[src/rtl/cpc_vram_scheduler.sv]
// cpc_vram_scheduler: 16-phase 1 us memory cycle sequencer.
// Shares one RAM port between CRTC video fetch and a Z80 slot.
module cpc_vram_scheduler #(
   parameter int RAM_LAT = 2
) (
   input  logic        CLOCK,
   input  logic        nRESET,
   output logic        crtc_clken,
   output logic        crtc_nclken,
   input  logic [13:0] crtc_ma,
   input  logic [4:0]  crtc_ra,
   input  logic        crtc_de,
   input  logic        vid_en,
   output logic [15:0] vid_data,
   output logic        vid_de,
   output logic        vid_valid,
   input  logic        cpu_req,
   input  logic        cpu_we,
   input  logic [15:0] cpu_addr,
   input  logic [7:0]  cpu_dout,
   output logic [7:0]  cpu_din,
   output logic        cpu_ack,
   output logic        cpu_wait,
   output logic [15:0] ram_addr,
   output logic        ram_rd,
   output logic        ram_we,
   output logic [7:0]  ram_din,
   input  logic [7:0]  ram_dout
);

   localparam logic [3:0] PH_B0  = 4'(RAM_LAT);
   localparam logic [3:0] PH_B1  = 4'(4 + RAM_LAT);
   localparam logic [3:0] PH_CPU = 4'(8 + RAM_LAT);

   logic [3:0]  phase;
   logic [14:0] vbase;
   logic [14:0] vbase_q;
   logic        de_q;
   logic        vid_act;
   logic [7:0]  byte0_q;
   logic [15:0] addr_q;
   logic [7:0]  wdata_q;
   logic [7:0]  rdata_q;
   logic        rd_pend;
   logic        wr_ack;
   logic        granted;
   logic        fetch0;
   logic        fetch1;
   logic        grant;
   logic        rd_done;
   logic        unused_ok;

   // MA[11:10] and RA[4:3] do not take part in the video address
   assign unused_ok = ^{crtc_ma[11:10], crtc_ra[4:3]};

   assign vbase   = {crtc_ma[13:12], crtc_ra[2:0], crtc_ma[9:0]};
   assign fetch0  = nRESET && phase == 4'd0 && vid_en;
   assign fetch1  = nRESET && phase == 4'd4 && vid_act;
   assign grant   = nRESET && phase == 4'd8 && cpu_req;
   assign rd_done = nRESET && rd_pend && phase == PH_CPU;

   assign crtc_clken  = phase == 4'd15;
   assign crtc_nclken = phase == 4'd7;
   assign cpu_ack     = (nRESET && wr_ack) || rd_done;
   assign cpu_din     = rd_done ? ram_dout : rdata_q;
   assign cpu_wait    = nRESET && cpu_req && !granted;

   // RAM port mux: video byte 0, video byte 1, CPU slot, else hold
   always_comb begin
      ram_addr = addr_q;
      ram_din  = wdata_q;
      ram_rd   = 1'b0;
      ram_we   = 1'b0;
      if (fetch0) begin
         ram_addr = {vbase, 1'b0};
         ram_rd   = 1'b1;
      end else if (fetch1) begin
         ram_addr = {vbase_q, 1'b1};
         ram_rd   = 1'b1;
      end else if (grant) begin
         ram_addr = cpu_addr;
         ram_din  = cpu_dout;
         ram_we   = cpu_we;
         ram_rd   = !cpu_we;
      end
   end

   // Phase sequencer, video capture and CPU slot bookkeeping
   always_ff @(posedge CLOCK) begin
      if (!nRESET) begin
         phase     <= 4'd0;
         vbase_q   <= '0;
         de_q      <= 1'b0;
         vid_act   <= 1'b0;
         byte0_q   <= '0;
         vid_data  <= '0;
         vid_de    <= 1'b0;
         vid_valid <= 1'b0;
         addr_q    <= '0;
         wdata_q   <= '0;
         rdata_q   <= '0;
         rd_pend   <= 1'b0;
         wr_ack    <= 1'b0;
         granted   <= 1'b0;
      end else begin
         phase   <= phase + 4'd1;
         addr_q  <= ram_addr;
         wdata_q <= ram_din;
         rdata_q <= cpu_din;
         if (phase == 4'd0) begin
            vid_act <= vid_en;
            if (vid_en) begin
               vbase_q <= vbase;
               de_q    <= crtc_de;
            end
         end
         if (vid_act && phase == PH_B0)
            byte0_q <= ram_dout;
         vid_valid <= vid_act && phase == PH_B1;
         if (vid_act && phase == PH_B1) begin
            vid_data <= {ram_dout, byte0_q};
            vid_de   <= de_q;
         end
         wr_ack <= grant && cpu_we;
         if (grant && !cpu_we)
            rd_pend <= 1'b1;
         else if (rd_done)
            rd_pend <= 1'b0;
         if (grant)
            granted <= 1'b1;
         else if (cpu_ack)
            granted <= 1'b0;
      end
   end

endmodule

[config.mk]
export PLATFORM = sky130hd
export DESIGN_NAME = cpc_vram_scheduler
export DESIGN_NICKNAME = d
export VERILOG_FILES = /design/src/rtl/cpc_vram_scheduler.sv
export SDC_FILE = /design/constraint.sdc
export NUM_CORES = 1
export LEC_CHECK = 0
export BUFFER_PORTS_ARGS = -buffer_cell sky130_fd_sc_hd__buf_4
export CORE_ASPECT_RATIO = 1.75
export CORE_UTILIZATION = 51
export DETAILED_ROUTE_END_ITERATION = 6
export PLACE_DENSITY = 0.8
export SLEW_MARGIN = 20
export SYNTH_ARGS = -nofsm -noshare
export SYNTH_HDL_FRONTEND = slang
export SYNTH_SLANG_ARGS = --single-unit
[constraint.sdc]
create_clock -name CLOCK -period 2.6 [get_ports CLOCK]
set_clock_uncertainty 0.2 [all_clocks]
set_input_delay 0.26 -clock CLOCK [delete_from_list [all_inputs] [get_ports CLOCK]]
set_output_delay 0.26 -clock CLOCK [all_outputs]
set_load 0.02 [all_outputs]
---- Word-level counts from Yosys, hierarchy flattened ----
Index checks and enable logic that the tools add are counted.
storage, ports and cells
  register bits after elaboration ......... 82
  bits in latches ......................... 0
  memory bits (writable) .................. 0
  bits in read-only memories .............. 0
  input port bits ......................... 57
  output and inout bits ................... 56
  memories kept ........................... 0
cells by class
  $add $sub $neg .......................... 1
  multipliers ............................. 0
  divide/modulo/power cells ............... 0
  $lt $le $gt $ge ......................... 0
  eq/ne operators ......................... 7
  shift operators ......................... 0
  mux-type cells .......................... 17
  bitwise logic cells ..................... 0
  reduce and logical (&&, ||, !) cells .... 22
operators with widths
  cell                                                                   number
  16-bit 2-to-1 mux                                                      3
  8-bit 2-to-1 mux                                                       4
  1-bit logical AND                                                      15
  4-bit by 3-bit equality test with 1-bit output, second input constant  3
  4-bit equality test, second input constant                             3
  1-bit 2-to-1 mux                                                       10
  4-bit by 1-bit adder with 4-bit output, second input constant          1
  4-bit by 2-bit equality test with 1-bit output, second input constant  1
  4-bit logical NOT                                                      1
  2-bit nonzero test                                                     2
  1-bit logical NOT                                                      2
  2-bit AND reduction                                                    1
  1-bit logical OR                                                       1

---- Logic depth before layout (Yosys ltp) ----
Gate-level depths: netlist (run 1).
  word-level depth ........................ 6
  mapped depth ............................ 9
  gate-level depth less buffers ........... 6

---- Least setup slack after synthesis (run 1) ----
No wires, ideal clock.
  kind .................................... reg-to-output
  start ................................... register phase[0]
  end ..................................... output port ram_addr[10]
  arrival time ............................ 1969 ps
  data required time ...................... 2140 ps
  setup slack ............................. 171 ps
  cell stages (with the launch flop) ...... 9
  path buffers ............................ 3
  cell sequence ........................... dfxtp_1 inv_1 ha_1 nor4bb_1 buf_2 and2_1 buf_2 buf_2 o31ai_1
on the way
  cells in the longest elaborated chain, start to end .. 6
RTL lines
  item                            RTL line  source
  start, declared                 35        logic [3:0] phase;
  start signal, assigned          106       phase <= phase + 4'd1;
  4-bit equality test             59        assign grant = nRESET && phase == 4'd8 && cpu_req;
  1-bit logical AND (2 in a row)  59
  16-bit 2-to-1 mux               80        end else if (grant) begin
  16-bit 2-to-1 mux               77        end else if (fetch1) begin
  16-bit 2-to-1 mux (*)           74        if (fetch0) begin
  end, declared                   24        output logic [15:0] ram_addr,
Every way passes the cells marked *; elsewhere a longest branch is shown, timed or not.

---- Final worst setup path (run 1) ----
  start ................................... register phase[1]
  end ..................................... output port ram_addr[7]
Same word-level chain as after synthesis.

==> results_dict.tcl, run 1 <==
set metrics [dict create \
    vias_per_cell 5.373 \
    grt_pass1_wl_um 15530 \
    number_of_global_route_vias_before_repair 3434 \
    yosys_most_used_dff "dfxtp_1" \
    tritoncts_clock_tree "yes" \
    post-synth-top-area-cell "dfxtp_1" \
    cell_chain_critical_path "inv_2, ha_4, and3b_2, buf_6, and3_1, a211oi_2, o31ai_1, buf_4" \
    synth.mux.area_fraction_pct 7.261 \
    netlist.area_leader.share_pct 45.15 \
    cp.required_ps 2140 \
    antenna_violations_before_repair 0 \
    antenna_cells 0 \
    area.sequential_um2 1647 \
    timing.final.crit_share_pct 97.35 \
    adder_cell_fraction_of_synth_area_pct 1.032 \
    synthesis.instances 400 \
    power.density_cell_area_nw_per_um2 596.4 \
    power.ir.vdd_worst_uv 498.5 \
    seq_area_frac_synth_pct 45.15 \
    cts_max_level 3 \
    synth_area_per_cell_um2 9.090 \
    detail_route.iter0.violations 212 \
    drt_drc_violations_left 0 \
    final-max-slew-violation-count 0 \
    main_combinational_cell_family_by_area_after_synthesis "simple AND/OR/NAND/NOR gates" \
    compound_gate_fraction_of_synth_area_pct 17.79 \
    clk_root_buffer_cell "clkbuf_16" \
    leakage_nw 2.311 \
    globalRouteOverflowTotal 0 \
    design.final.nets 588 \
    synth_nets 460 \
    floorplan.io_pins 113 \
    largest_stage_delay_on_the_critical_path_ps 340 \
    critical_path_arrival_ps 2070 \
    placementRows 40 \
    fill_cells 477 \
    path_delay_family "simple AND/OR/NAND/NOR gates" \
    synthXorXnorAreaFrac_pct 0.4818 \
    floorplan.die_area_um2 7484 \
    route.antenna.remaining_nets 0 \
    number_of_i_o_port_buffers 108 \
    drv_cap 0 \
    fp.dieW_um 65.83 \
    firstDrtPassIters 4 \
    placed_cells_incl_taps 573 \
    route.detailed.wl_per_inst_um 15.77 \
    max_slew.worst_pin.slew_ps 688.9 \
    routed-via-count 3315 \
    core_area_um2 6857 \
    number_of_register_bits_inferred_by_synthesis 82 \
    critical_path.endpoint_type "output pin" \
    path_max_fanout 8 \
    min_path_type "input pin to flop" \
    initial_utilization_pct 53.03 \
    grt_max_degree 68 \
    yosys_warnings 0 \
    dpl.hpwl_um 6215 \
    area.growth.synth_to_final_pct 42.53 \
    timing.critical_path.buf_inv 3 \
    synthTopCellsByArea "dfxtp_1 (45%), nand2_1 (9.1%), a21boi_0 (6.8%)" \
    syn_area_um2 3636 \
    critPathLaunchType "flop" \
    synthSimpleGateAreaFrac_pct 23.23 \
    post-route-min-period_ps 2531 \
    maxClockFrequency_mhz 395.1 \
    drive_gt1_share_pct 34.33 \
    endpoints_failing_hold 0 \
    detail_route.wirelength_um 9729 \
    total_power_mw 3.091 \
    yosys.cell_types.count 32 \
    height_of_the_die_um 113.7 \
    number_of_flops_mapped_to_enable_cells_by_yosys 0 \
    tns_ps 0 \
    grt_util_all_layers_pct 27.07 \
    slowest_stage "dfxtp_2" \
    crit_type "flop to output pin" \
    finalNonFillerCells 617 \
    layout_common_cells "buf_4 (118), nand2_1 (88), dfxtp_1 (78), a21boi_0 (33), o31ai_1 (26)" \
    rsz_0062_raised_after_global_routing "no" \
    worst_slew_margin_relative_to_its_limit_pct 53.96 \
    clock_latency_ps 340 \
    cts_made_buffers 9 \
    place_congestion 0.7368 \
    cts_max_path_buffers 2 \
    status "finished clean" \
    synthArstFlopShare_pct 0 \
    clkSinkCount 82 \
    layout.cells.most_common "buf_4" \
    area_used_by_multi_input_combinational_logic_um2 1916 \
    clk_transition_reported_paths_ps 60 \
    setup_viol 0 \
]
## power breakdown
group | switching [mW] | internal, mW | total, mW | leakage (nW)
sequential | 0.0248 | 1.30 | 1.32 | 0.667
combinational | 0.189 | 0.196 | 0.384 | 1.48
clock | 0.509 | 0.874 | 1.38 | 0.160
total | 0.722 | 2.37 | 3.09 | 2.31
## Yosys cell counts (2+ instances only)
| cell | instances |
|---|---|
| a211oi_1 | 8 |
| a211oi_2 | 8 |
| a21boi_0 | 33 |
| and2_1 | 25 |
| and3_1 | 21 |
| buf_2 | 11 |
| buf_4 | 5 |
| buf_6 | 4 |
| clkbuf_1 | 9 |
| dfxtp_1 | 82 |
| ha_1 | 3 |
| inv_1 | 2 |
| mux2_2 | 15 |
| mux2i_1 | 8 |
| nand2_1 | 88 |
| nand3_1 | 3 |
| nor2_1 | 20 |
| nor2b_1 | 12 |
| o31ai_1 | 30 |
## stage by stage
step	setup WS (ps)	hold WS (ps)	utilization [%]	cell area (µm²)
CTS	4.317	66.58	75.20	5156
floorplan	171.0	186.7	-	3636
finish	68.78	77.74	75.58	5182
detailed placement	181.7	258.2	65.42	4486
global route	14.84	84.23	75.58	5182
global placement	204.7	247.6	65.42	4486
## worst reg2reg max path: stages (launching register included)
cell and delay [ps]:
dfxtp_2 360, inv_2 50, ha_4 160, and3b_2 290
nand2_4 250, mux2_2 380, and2_1 160
## layer usage
layer,up-vias,track usage (%),wire (µm)
li1,1627,-,-
met1,1567,27.90,3721
met3,23,6.300,555
met5,-,0,0
met2,98,49.18,5205
met4,0,13.48,246
## what timing repair did
item                                    4_1_cts  5_1_grt
hold buffers                                 25        0
buffers inserted                              0        1
pin swaps                                     7        5
hold endpoints to repair                     39        0
endpoints found under the setup margin       25       17
gates resized for setup                      19        6
cloned                                        2        0
## final cells by class
cell class | instances | share of cell area, %
clock inverter | 5 | 1.666
multi-input combinational | 287 | 36.96
sequential | 82 | 31.77
clock buffer | 11 | 4.684
inverter | 2 | 0.1449
timing repair buffer | 146 | 22.74
tap | 84 | 2.028
## final timing paths
kind,from,to,slack (ps),cells after the start
setup / recovery,phase[1]$_SDFF_PN0_,ram_addr[7],70,8
setup reg to reg,phase[1]$_SDFF_PN0_,wdata_q[7]$_SDFF_PN0_,650,6
hold / removal,cpu_dout[3],wdata_q[3]$_SDFF_PN0_,80,3
hold reg to reg,phase[0]$_SDFF_PN0_,phase[0]$_SDFF_PN0_,240,1
## flip-flops by register name, indices dropped and copies added (netlist names)
register,count
addr_q,16
byte0_q,8
de_q,1
granted,1
phase,4
rd_pend,1
rdata_q,8
vbase_q,15
vid_act,1
vid_data,16
vid_de,1
vid_valid,1
wdata_q,8
wr_ack,1
## cell families (layout without fill, tap and decap cells)
group | Yosys count | in the layout
fa+ha+maj | 3 | 3
compound gates | 81 | 81
simple gates | 176 | 177
buf+inv | 32 | 164
xor+xnor | 2 | 2
flops | 82 | 82
mux | 24 | 24
Note: power is estimated with default switching activity, not from simulation.
==> inputs of run 2 (changes only) <==
- SETUP_SLACK_MARGIN: unset -> 0.2
==> run 2 against run 1 <==
The run now ends with setup timing left; final cell count rose by 3.2%; utilization rose by 5.6 points; routed wire length rose by 33%; sequential share of layout area fell by 2.2 points.
==> results_dict.tcl, run 2 (same netlist as run 1, synthesis figures left out) <==
set metrics [dict create \
    cellInternalPower_mw 2.220 \
    cts_made_buffers 9 \
    power.density_cell_area_nw_per_um2 540.3 \
    detail_route.iter0.violations 418 \
    route.antenna.remaining_nets 0 \
    crit_type "flop to output pin" \
    max_slew.worst_pin.slew_ps 742.9 \
    p_switching_mw 0.7891 \
    maxClockFrequency_mhz 378.9 \
    critical_path_arrival_ps 2180 \
    antenna_violations_before_repair 0 \
    drv_cap 0 \
    detail_route.wirelength_um 12900 \
    grt_util_all_layers_pct 29.22 \
    critical_path.endpoint_type "output pin" \
    core_area_um2 6857 \
    final-max-slew-violation-count 0 \
    route.detailed.wl_per_inst_um 20.25 \
    firstDrtPassIters 6 \
    tritoncts_clock_tree "yes" \
    whs_path_depth 3 \
    critPathLaunchType "flop" \
    grt_pass1_wl_um 16580 \
    cp.required_ps 2140 \
    tns_ps -79.17 \
    path_max_fanout 5 \
    power.share.clock_pct 39.5 \
    place_area_um2 4506 \
    drt_drc_violations_left 0 \
    layout.cells.most_common "buf_4" \
    drive_gt1_share_pct 41.05 \
    clkSinkCount 82 \
    final_core_utilization_pct 81.22 \
    area.growth.synth_to_final_pct 53.17 \
    globalRouteOverflowTotal 0 \
    leakage_nw 2.435 \
    share_seq_of_total_power_pct 44.1 \
    rsz_0062_raised_after_global_routing "yes" \
    finalInstanceArea_um2 5569 \
    min_path_type "input pin to flop" \
    cts_max_level 3 \
    finalWorstSetupSlack_ps -39.25 \
    worst_slew_margin_relative_to_its_limit_pct 50.35 \
    gate_power_share_pct 16.4 \
    setup_viol 3 \
    dpl.hpwl_um 6246 \
    r2r_cells 12 \
    cts_max_path_buffers 2 \
    placementRows 40 \
    place_congestion 0.7815 \
    largest_registers "addr_q (16), vid_data (16), vbase_q (15)" \
    clk_root_buffer_cell "clkbuf_16" \
    clock_latency_ps 340 \
    endpoints_failing_hold 0 \
    layout_common_cells "buf_4 (124), nand2_1 (87), dfxtp_1 (78), a21boi_0 (33)" \
    post-route-min-period_ps 2639 \
    number_of_i_o_port_buffers 108 \
    floorplan.die_area_um2 7484 \
    power.ir.vdd_worst_uv 406.7 \
    vias_per_cell 5.925 \
    design.final.nets 608 \
    violations "setup timing" \
    share_of_total_power_consumed_by_net_switching_pct 26.23 \
    antenna_cells 0 \
    status "finished, violations left" \
    clk_transition_reported_paths_ps 60 \
    fill_cells 376 \
    floorplan.io_pins 113 \
    height_of_the_die_um 113.7 \
    initial_utilization_pct 53.03 \
    routed-via-count 3774 \
    grt_max_degree 56 \
    timing.final.crit_share_pct 101.5 \
    number_of_global_route_vias_before_repair 3595 \
    finalNonFillerCells 637 \
    fp.dieW_um 65.83 \
    placed_cells_incl_taps 573 \
]
==> run 2: changes by cell type in the layout (fill, tap and decap cells not counted), moves of 3 or more <==
cell	delta
o31ai_2	+3
o31ai_1	-3
mux2_4	+7
a211oi_4	+3
buf_6	+12
dlygate4sd3_1	-6
mux2_2	-7
and3_1	-9
buf_4	+6
and3_4	+9
==> run 2: timing repair <==
item,CTS,global route
pin swaps,25,17
endpoints found under the hold margin,29,0
buffers inserted,15,9
endpoints found under the setup margin,25,33
hold buffers,19,0
cloned,3,2
resized for setup,32,39
==> run 2: per-stage QoR <==
stage	setup slack [ps]	hold slack, ps	power [mW]
global route	-113.9	13.22	3.101
global placement	235.7	249.6	1.676
floorplan	171.0	186.7	1.532
finish	-39.25	3.948	3.009
detailed placement	182.6	256.8	1.685
CTS	83.04	0.7895	2.943
==> run 2: critical path, stage by stage, from the launching register on <==
cell      delay, ps
dfxtp_2         320
inv_2            70
ha_4            160
and3b_2         280
buf_6           150
buf_8           120
and3_4          190
a211oi_2         50
o31ai_1         310
buf_4           210
==> run 2: area by class of cell <==
class	instances	area, µm²	area share [%]
Multi-Input combinational cell	288	2077	37.29
Clock inverter	6	42.54	0.7639
Inverter	2	7.507	0.1348
Sequential cell	82	1649	29.61
Timing Repair Buffer	165	1449	26.02
Tap cell	84	105.1	1.887
Clock buffer	10	239.0	4.291
==> run 2: layer usage <==
layer	up-vias	track usage (%)	share of wire, %
li1	1675	-	-
met1	1777	28.29	34
met2	246	53.06	51
met3	76	7.500	8.1
met4	0	17.83	6.1
met5	-	0	0
==> run 2: final timing paths <==
| check | from | to | slack, ps |
|---|---|---|---|
| max | phase[1]$_SDFF_PN0_ | ram_addr[12] | -40 |
| min | ram_dout[6] | vid_data[14]$_SDFFE_PN0P_ | 4 |
| max reg2reg | phase[1]$_SDFF_PN0_ | addr_q[15]$_SDFF_PN0_ | 290 |
| min reg2reg | byte0_q[1]$_SDFFE_PN0P_ | vid_data[1]$_SDFFE_PN0P_ | 270 |
==> run 2: power by group through the flow <==
| stage | sequential, mW | clock [mW] | combinational (mW) |
|---|---|---|---|
| 2_1_floorplan | 1.34 | 0 | 0.191 |
| 3_3_place_gp | 1.35 | 0 | 0.330 |
| 3_5_place_dp | 1.35 | 0 | 0.337 |
| 4_1_cts | 1.32 | 1.19 | 0.431 |
| 5_1_grt | 1.33 | 1.26 | 0.514 |
| 6_report | 1.33 | 1.19 | 0.493 |
==> inputs of run 3 (changes only) <==
- CORE_UTILIZATION: 51 -> 55
- HOLD_SLACK_MARGIN: unset -> 0.08
- PLACE_DENSITY: 0.8 -> 0.85
- clock period: 2.6 -> 3.4 ns (I/O delays scaled with it)
==> run 3 against run 2 <==
The flow now finishes without violations; largest power group unchanged; worst setup slack improved by 440 ps; total power fell by 31%; routed wire length fell by 27%; sequential share of layout area rose by 4.0 points; critical path type unchanged.
==> results_dict.tcl, run 3 (same netlist as run 1, synthesis figures left out) <==
set metrics [dict create \
    detail_route.iter0.violations 305 \
    routed-via-count 3322 \
    firstDrtPassIters 5 \
    total_power_mw 2.062 \
    vias_per_cell 5.518 \
    cts_made_buffers 9 \
    max_slew.worst_pin.slew_ps 730.1 \
    design.final.nets 578 \
    cp.required_ps 2860 \
    clk_transition_reported_paths_ps 80 \
    setup_viol 0 \
    area.growth.synth_to_final_pct 34.41 \
    final_core_utilization_pct 77.87 \
    core_area_um2 6276 \
    tns_ps 0 \
    crit_type "flop to output pin" \
    route.antenna.remaining_nets 0 \
    rsz_0062_raised_after_global_routing "no" \
    power.ir.vdd_worst_uv 387.1 \
    grt_max_degree 68 \
    largest_registers "addr_q (16), vid_data (16), vbase_q (15)" \
    drv_cap 0 \
    floorplan.die_area_um2 6953 \
    clock_latency_ps 370 \
    power.density_cell_area_nw_per_um2 421.9 \
    post-route-min-period_ps 2998 \
    antenna_cells 0 \
    detail_route.wirelength_um 9441 \
    drive_gt1_share_pct 29.89 \
    fp.dieW_um 63.46 \
    path_max_fanout 27 \
    timing.final.crit_share_pct 88.17 \
    globalRouteOverflowTotal 0 \
    route.detailed.wl_per_inst_um 15.68 \
    dpl.hpwl_um 6065 \
    floorplan.io_pins 113 \
    min_path_type "input pin to flop" \
    layout_common_cells "buf_4 (112), nand2_1 (88), dfxtp_1 (82), a21boi_0 (33), o31ai_1 (30)" \
    endpoints_failing_hold 0 \
    clkSinkCount 82 \
    slowest_stage "a211oi_1" \
    critical_path_arrival_ps 2460 \
    leakage_nw 2.175 \
    drt_drc_violations_left 0 \
    finalNonFillerCells 602 \
    initial_utilization_pct 57.93 \
    cell_chain_critical_path "inv_1, ha_1, and3b_4, nand2_4, a211oi_1, o31ai_1, buf_4" \
    placementRows 38 \
    number_of_global_route_vias_before_repair 3311 \
    number_of_i_o_port_buffers 108 \
    placed_cells_incl_taps 562 \
    status "finished clean" \
    cts_max_level 3 \
    antenna_violations_before_repair 0 \
    maxClockFrequency_mhz 333.6 \
    worst_slew_margin_relative_to_its_limit_pct 51.19 \
    cts_max_path_buffers 2 \
    place_congestion 0.7461 \
    tritoncts_clock_tree "yes" \
    largest_stage_delay_on_the_critical_path_ps 410 \
    layout.cells.most_common "buf_4" \
    final-max-slew-violation-count 0 \
    critical_path.endpoint_type "output pin" \
    clk_root_buffer_cell "clkbuf_8" \
    grt_pass1_wl_um 15060 \
    grt_util_all_layers_pct 28.17 \
    critPathLaunchType "flop" \
    height_of_the_die_um 109.6 \
]
[run 3: changes by cell type in the layout (fill, tap and decap cells not counted), moves of 7 or more]
cell       delta
mux2_2        +7
a211oi_1      +8
buf_6        -14
and3_4        -9
mux2_4        -7
o31ai_1       +7
clkbuf_8      +8
o31ai_2       -7
buf_4        -12
and3_1        +9
clkbuf_16    -10
[run 3: timing repair]
action | 4_1_cts | 5_1_grt
hold buffers | 25 | 0
endpoints found under the setup margin | 16 | 16
hold endpoints to repair | 45 | 0
setup buffers | 0 | 0
resized for setup | 1 | 3
[run 3: worst max-delay path, delay by kind of cell (launching register included)]
family / cells / cell delay [ps]
AO/OA/AOI/OAI: 2 / 550
adder cells (fa/ha/maj): 1 / 260
buffers and inverters: 2 / 270
flip-flops: 1 / 340
AND/OR/NAND/NOR: 2 / 660
[run 3: path summary, 6_finish.rpt]
path | to | start | cells past startpoint | slack (ps)
hold reg to reg | vbase_q[14]$_SDFFE_PN0P_ | vbase_q[14]$_SDFFE_PN0P_ | 2 | 270
hold / removal | wdata_q[2]$_SDFF_PN0_ | cpu_dout[2] | 3 | 120
setup reg to reg | addr_q[2]$_SDFF_PN0_ | phase[0]$_SDFF_PN0_ | 6 | 1160
setup / recovery | ram_addr[2] | phase[0]$_SDFF_PN0_ | 7 | 400
[run 3: layout make-up]
type | count | area [µm²]
Clock buffer | 9 | 123.9
Clock inverter | 6 | 91.34
Fill cell | 442 | 1389
Inverter | 2 | 7.507
Multi-Input combinational cell | 286 | 1832
Sequential cell | 82 | 1642
Tap cell | 80 | 100.1
Timing Repair Buffer | 137 | 1091
[run 3: report_power, final]
part	leakage [nW]	switching [mW]	internal [mW]
clock network	0.0979	0.363	0.411
registers	0.665	0.0180	0.991
logic	1.41	0.140	0.138
total	2.18	0.521	1.54
[run 3: layer usage]
layer / vias up / global-route usage, % / wire (µm)
li1: 1604 / - / -
met5: - / 0 / 0
met1: 1576 / 29.60 / 3542
met3: 22 / 7.884 / 571
met4: 0 / 14.45 / 222
met2: 120 / 50.53 / 5104
[run 3: per-stage QoR]
| step | cell area, µm² | worst slack [ps] | hold WS [ps] |
|---|---|---|---|
| after floorplan | 3636 | 891.0 | 236.5 |
| after global placement | 4415 | 500.9 | 250.0 |
| after detailed placement | 4415 | 463.6 | 255.9 |
| after CTS | 4882 | 224.2 | 115.9 |
| after global routing | 4887 | 250.0 | 117.3 |
| final | 4887 | 402.4 | 122.3 |
